## src/rtl/alu_sequencer.sv

```systemverilog
// ---------------------------------------------------------------------------
// constants_pkg / alu_sequencer
//
// Purpose:
//   Instruction-level controller for the alu_registers datapath. Accepts
//   16-bit micro-instructions over a valid/ready handshake. Each one is
//   decoded into the registered addr/data/op sequence the register file and
//   ALU need. Every operation is held for its required number of cycles.
//   Register reads come back as a one-cycle rd_valid pulse.
//
//   Instruction word: [15:14] opcode, [13:11] rd, [10:8] ra, [7:5] rb,
//   [7:0] imm.  00 LOAD r[rd]=imm, 01 ADD r[rd]=r[ra]+r[rb] (mod 256),
//   10 READ r[ra], 11 reserved (consumed, illegal pulsed).
//
// Parameters:
//   ADD_CYCLES    cycles op=ADD is held per ADD instruction (1..15)
//   READ_LATENCY  datapath read latency in cycles (0..3)
//
// Ports:
//   clk           system clock, rising edge
//   reset_n       asynchronous active-low reset
//   instr_valid   instruction present on instr
//   instr         instruction word
//   instr_ready   sequencer can accept (state == IDLE)
//   busy          state != IDLE
//   illegal       one-cycle pulse after a reserved opcode is accepted
//   rd_valid      one-cycle pulse, rd_data/rd_reg valid
//   rd_data       captured register value
//   rd_reg        register index of rd_data
//   addr_a/b/r    datapath register addresses (registered)
//   data_in       datapath write data (registered)
//   op            datapath operation (registered)
//   reg_data_out  datapath data_out
// ---------------------------------------------------------------------------

package constants_pkg;
    typedef enum logic [1:0] {
        REG_READ  = 2'd0,
        REG_WRITE = 2'd1,
        ADD       = 2'd2
    } ALUOp;
endpackage

module alu_sequencer #(
    parameter int ADD_CYCLES   = 2,
    parameter int READ_LATENCY = 1
) (
    input  logic                clk,
    input  logic                reset_n,
    input  logic                instr_valid,
    input  logic [15:0]         instr,
    output logic                instr_ready,
    output logic                busy,
    output logic                illegal,
    output logic                rd_valid,
    output logic [7:0]          rd_data,
    output logic [2:0]          rd_reg,
    output logic [2:0]          addr_a,
    output logic [2:0]          addr_b,
    output logic [2:0]          addr_r,
    output logic [7:0]          data_in,
    output constants_pkg::ALUOp op,
    input  logic [7:0]          reg_data_out
);

    typedef enum logic [1:0] {S_IDLE, S_WRITE, S_ADD, S_READ} state_e;
    typedef enum logic [1:0] {OPC_LOAD, OPC_ADD, OPC_READ, OPC_RSVD} opcode_e;

    localparam logic [3:0] ADD_CNT = 4'(ADD_CYCLES);
    localparam logic [3:0] RD_CNT  = 4'(1 + READ_LATENCY);

    state_e              state_q, state_d;
    logic [3:0]          cnt_q, cnt_d;
    constants_pkg::ALUOp op_q, op_d;
    logic [2:0]          addr_a_q, addr_a_d;
    logic [2:0]          addr_b_q, addr_b_d;
    logic [2:0]          addr_r_q, addr_r_d;
    logic [7:0]          data_in_q, data_in_d;
    logic [7:0]          rd_data_q, rd_data_d;
    logic [2:0]          rd_reg_q, rd_reg_d;
    logic                rd_valid_q, rd_valid_d;
    logic                illegal_q, illegal_d;

    opcode_e    opcode;
    logic [2:0] f_rd, f_ra, f_rb;
    logic [7:0] f_imm;
    logic       accept;
    logic       last;

    assign opcode = opcode_e'(instr[15:14]);
    assign f_rd   = instr[13:11];
    assign f_ra   = instr[10:8];
    assign f_rb   = instr[7:5];
    assign f_imm  = instr[7:0];

    assign instr_ready = (state_q == S_IDLE);
    assign busy        = (state_q != S_IDLE);
    assign accept      = instr_valid && instr_ready;
    // ADD and READ share one down-counter; the final cycle is when it reads 1.
    assign last        = (cnt_q == 4'd1);

    // State register and all registered outputs.
    always_ff @(posedge clk or negedge reset_n) begin
        if (!reset_n) begin
            state_q    <= S_IDLE;
            cnt_q      <= '0;
            op_q       <= constants_pkg::REG_READ;
            addr_a_q   <= '0;
            addr_b_q   <= '0;
            addr_r_q   <= '0;
            data_in_q  <= '0;
            rd_data_q  <= '0;
            rd_reg_q   <= '0;
            rd_valid_q <= 1'b0;
            illegal_q  <= 1'b0;
        end else begin
            // NOTE: non-blocking assignments so every register samples the
            // pre-edge value of the others, independent of statement order.
            state_q    <= state_d;
            cnt_q      <= cnt_d;
            op_q       <= op_d;
            addr_a_q   <= addr_a_d;
            addr_b_q   <= addr_b_d;
            addr_r_q   <= addr_r_d;
            data_in_q  <= data_in_d;
            rd_data_q  <= rd_data_d;
            rd_reg_q   <= rd_reg_d;
            rd_valid_q <= rd_valid_d;
            illegal_q  <= illegal_d;
        end
    end

    // Next-state logic, including the hold counter.
    always_comb begin
        // NOTE: defaults first so every path assigns every output; a missing
        // assignment would infer a latch.
        state_d = state_q;
        cnt_d   = cnt_q;
        case (state_q)
            S_IDLE: begin
                if (accept) begin
                    case (opcode)
                        OPC_LOAD: state_d = S_WRITE;
                        OPC_ADD: begin
                            state_d = S_ADD;
                            cnt_d   = ADD_CNT;
                        end
                        OPC_READ: begin
                            state_d = S_READ;
                            cnt_d   = RD_CNT;
                        end
                        default: state_d = S_IDLE;  // reserved: consumed in place
                    endcase
                end
            end
            S_WRITE: state_d = S_IDLE;
            S_ADD, S_READ: begin
                if (last) begin
                    state_d = S_IDLE;
                    cnt_d   = '0;
                end else begin
                    cnt_d = cnt_q - 4'd1;
                end
            end
            default: state_d = S_IDLE;
        endcase
    end

    // Output logic: next values of the registered datapath/result outputs.
    // Addresses and data_in only change on acceptance, so they hold in IDLE.
    always_comb begin
        op_d       = op_q;
        addr_a_d   = addr_a_q;
        addr_b_d   = addr_b_q;
        addr_r_d   = addr_r_q;
        data_in_d  = data_in_q;
        rd_data_d  = rd_data_q;
        rd_reg_d   = rd_reg_q;
        rd_valid_d = 1'b0;
        illegal_d  = 1'b0;
        case (state_q)
            S_IDLE: begin
                if (accept) begin
                    case (opcode)
                        OPC_LOAD: begin
                            op_d      = constants_pkg::REG_WRITE;
                            addr_a_d  = f_rd;
                            data_in_d = f_imm;
                        end
                        OPC_ADD: begin
                            op_d     = constants_pkg::ADD;
                            addr_a_d = f_ra;
                            addr_b_d = f_rb;
                            addr_r_d = f_rd;
                        end
                        OPC_READ: begin
                            op_d     = constants_pkg::REG_READ;
                            addr_a_d = f_ra;
                        end
                        default: illegal_d = 1'b1;
                    endcase
                end
            end
            S_WRITE: op_d = constants_pkg::REG_READ;
            S_ADD: begin
                if (last) op_d = constants_pkg::REG_READ;
            end
            S_READ: begin
                // addr_a still holds ra for the whole READ state.
                if (last) begin
                    rd_data_d  = reg_data_out;
                    rd_reg_d   = addr_a_q;
                    rd_valid_d = 1'b1;
                end
            end
            default: op_d = constants_pkg::REG_READ;
        endcase
    end

    assign op       = op_q;
    assign addr_a   = addr_a_q;
    assign addr_b   = addr_b_q;
    assign addr_r   = addr_r_q;
    assign data_in  = data_in_q;
    assign rd_data  = rd_data_q;
    assign rd_reg   = rd_reg_q;
    assign rd_valid = rd_valid_q;
    assign illegal  = illegal_q;

endmodule

```

## config.mk

```make
export PLATFORM = sky130hd
export DESIGN_NAME = alu_sequencer
export DESIGN_NICKNAME = d
export VERILOG_FILES = /design/src/rtl/alu_sequencer.sv
export SDC_FILE = /design/constraint.sdc
export NUM_CORES = 1
export LEC_CHECK = 0
export BUFFER_PORTS_ARGS = -buffer_cell sky130_fd_sc_hd__buf_2
export CELL_PAD_IN_SITES_DETAIL_PLACEMENT = 1
export CELL_PAD_IN_SITES_GLOBAL_PLACEMENT = 1
export CORE_MARGIN = 8
export CORE_UTILIZATION = 40
export CTS_CLUSTER_SIZE = 40
export DETAILED_ROUTE_END_ITERATION = 10
export PLACE_DENSITY = 0.79
export REMOVE_ABC_BUFFERS = 1
export SYNTH_ARGS = -nofsm -noshare
export SYNTH_HDL_FRONTEND = slang
export SYNTH_SLANG_ARGS = --single-unit
```

## constraint.sdc

```tcl
create_clock -name clk -period 3.85 [get_ports clk]
set_input_delay 0.385 -clock clk [delete_from_list [all_inputs] [get_ports clk]]
set_output_delay 0.385 -clock clk [all_outputs]
set_load 0.01 [all_outputs]
```

==> summary.txt <==
Timing
  – Fmax: 523 MHz
  – Post-layout minimum cycle time: 1.91 ns
  – Final TNS setup: 0 ns
  – Max-slew violation count: 0
  – RSZ-0062 raised after global routing: false
  – Final hold vios: 0
  – Worst Max-Slew Pin Slew: 0.820 ns
  – Final setup viols: 0
  – Final worst path period share: 49.7%
  – Final setup skew: 0.00628 ns
  – Max_slew headroom: 45.3%

Die
  – Row Count: 23
  – Initial Util: 42.0%
  – Die height: 81.1 um
  – Die Width: slightly above 80 um
  – Io pins: between 60 and 70
  – Core area: about 4000 um^2
  – Die Area: 6570 um^2

Detailed routing
  – WL per Instance: 17.6 um
  – Overall routed net length: 4280 um
  – DRT Pass-1 Iters: 4
  – Starting DRT DRC Count: between 60 and 70
  – Post-route ant nets: 0
  – Number of remaining DRC errors: 0
  – Vias per cell: 5.08
  – Via count: 1,235

Clock tree
  – TritonCTS clock tree: yes
  – CTS root buf: clkbuf_8
  – Postcts setup bufs: 0
  – Clock sinks: 38
  – CTS Buffer Depth: 2
  – Hold buffers post-CTS: 0
  – Post-CTS Resized: 0
  – Num CTS Buffers: 5
  – Clock Latency Late Sink: 0.29 ns
  – H-tree levels: 2
  – Reg clk slew, reported paths: ~0.070 ns

Yosys
  – Netlist Area Pre-Place: 1690 um^2
  – Most common cell in the netlist: dfrtp_1
  – Synth cell count leaders: 38 x dfrtp_1, 25 x mux2_2, 11 x ha_1
  – Synth top area share: a little under three fifths
  – Unique masters post-synth: 27
  – Synthesis Warnings: 0
  – Syn Inst Count: 128
  – Post-synth EDFFs: 0
  – Most used DFF post-synth: dfrtp_1
  – Avg Cell Area, Syn: 13.2 um^2
  – FFs w/ async S/R, synth: 100%
  – Largest cells by area after synthesis: dfrtp_1 56%, mux2_2 17%, ha_1 8.1%
  – Synth Register Bits: 38
  – Largest area contributor in the netlist: dfrtp_1
  – Register area share after synthesis: 56.2%

Placed design
  – Detailed placement HPWL: 3580 um
  – PortBufs: 60
  – RD Place Congestion: 0.826
  – Area after DPL: 2050 um^2
  – Inst Count DP: around 240

Setup path
  – Setup CP Type: reg -> reg
  – Worst EP required: 4.02 ns
  – Critical Path End Type: flip-flop
  – CP Data Arrival Time: 2.08 ns
  – Crit-path max FO: 8
  – CP Launch Type: flip-flop

Layout
  – N_diodes: 0
  – Syn-to-layout area delta: 25.6%
  – Layout cells sized above 1: 50.3%
  – Finished Cell Area: 2130 um^2
  – Nets: roughly 230
  – Fin cells: between 200 and 250

Power and ir drop
  – Pwr dens: 690 nW/um^2
  – Switching power: approximately 540 uW
  – Switching part of the total: 36.5%
  – Gate power share: 39.4%
  – LEAKAGE: 0.00116 uW
  – Power Internal: 932 uW
  – Flop pwr share: 43.7%
  – Max VDD drop: 0.344 mV
  – Total Power: approximately 1500 uW
  – Clock share of power: 16.9%

GRT
  – Largest net degree at the start of global routing: 39
  – Initial antenna violation count: 0
  – Vias in the first global route: ~1.5k
  – Global-route wire length before repair: 7210 um
  – Total Routing Usage GR: 14.2%
  – Total gr overflow: 0

Outcome
  – Outcome: complete, no violations

Run
  – Max Cap Violations: 0

Worst hold path
  – Worst Hold Class: in -> async
[logic make-up after synthesis]
logic type	after synthesis	share of synthesized area [%]
DFF	38	56.2
muxes	30	19.7
and+or+nand+nor	24	8.20
AOI/OAI and AO/OA	14	5.25
buffers and inverters	11	2.51
adders and majority gates	11	8.13
[worst paths after layout]
check / start / to / slack (ns) / depth (start not counted)
worst min register to register: op[1]$_DFFE_PN0P_ / op[1]$_DFFE_PN0P_ / 0.50 / 1
worst max-delay path: state_q[1]$_DFFE_PN0P_ / op[0]$_DFFE_PN0P_ / 1.94 / 6
max in group asynchronous: reset_n / state_q[0]$_DFFE_PN0P_ / 3.14 / 1
min in group clk: instr[2] / data_in[2]$_DFFE_PN0P_ / 0.33 / 2
worst max register to register: state_q[1]$_DFFE_PN0P_ / op[0]$_DFFE_PN0P_ / 1.94 / 6
worst min-delay path: reset_n / data_in[7]$_DFFE_PN0P_ / 0.19 / 1
[stage by stage]
step / setup WS, ns / hold slack (ns) / util [%]
global route: 1.84 / 0.240 / 52.8
finish: 1.94 / 0.194 / 52.8
floorplan: 2.07 / 0.0894 / -
CTS: 1.95 / 0.216 / 52.8
detailed placement: 1.86 / 0.487 / 50.8
global placement: 2.02 / 0.480 / 50.8
[power by group through the flow]
stage	clock network, uW	registers [uW]	logic [uW]
3_3_place_gp	0	632	550
5_1_grt	274	662	645
6_report	248	641	579
2_1_floorplan	0	693	276
3_5_place_dp	0	649	591
4_1_cts	260	644	591
[cell usage in the layout (no fill, tap or decap), types with 2 or more instances in the layout]
master / count
buf_2: 60
clkinv_2: 2
ha_1: 11
nand2_1: 6
mux2i_1: 3
clkbuf_8: 5
dfrtp_1: 38
mux2_2: 25
or3_1: 2
inv_1: 9
nand3_1: 4
o21ai_0: 9
nor2_1: 3
mux2_1: 2
[worst max-delay path: stages, from the launching register on]
cell and delay, ns:
dfrtp_1 0.43, inv_1 0.11, ha_1 0.31, inv_1 0.14, nor4_1 0.30, or3_1 0.19
mux2_1 0.32
[area by class of cell]
cell class / instances / area (um^2)
Fill cell: 466 / 1900
Sequential cell: 38 / 951
Multi-Input combinational cell: 79 / 699
Timing Repair Buffer: 60 / 300
Inverter: 9 / 33.8
Clock buffer: 5 / 68.8
Tap cell: 50 / 62.6
Clock inverter: 2 / 10.0
[per-layer routing]
layer | GRT usage (%) | part of all wire [%] | vias to the layer above
li1 | - | - | 571
met1 | 14.7 | 37 | 614
met2 | 24.7 | 53 | 41
met3 | 5.96 | 8.4 | 9
met4 | 6.43 | 2.0 | 0
met5 | 0 | 0 | -
No activity file was read; power rests on OpenSTA's default activity.
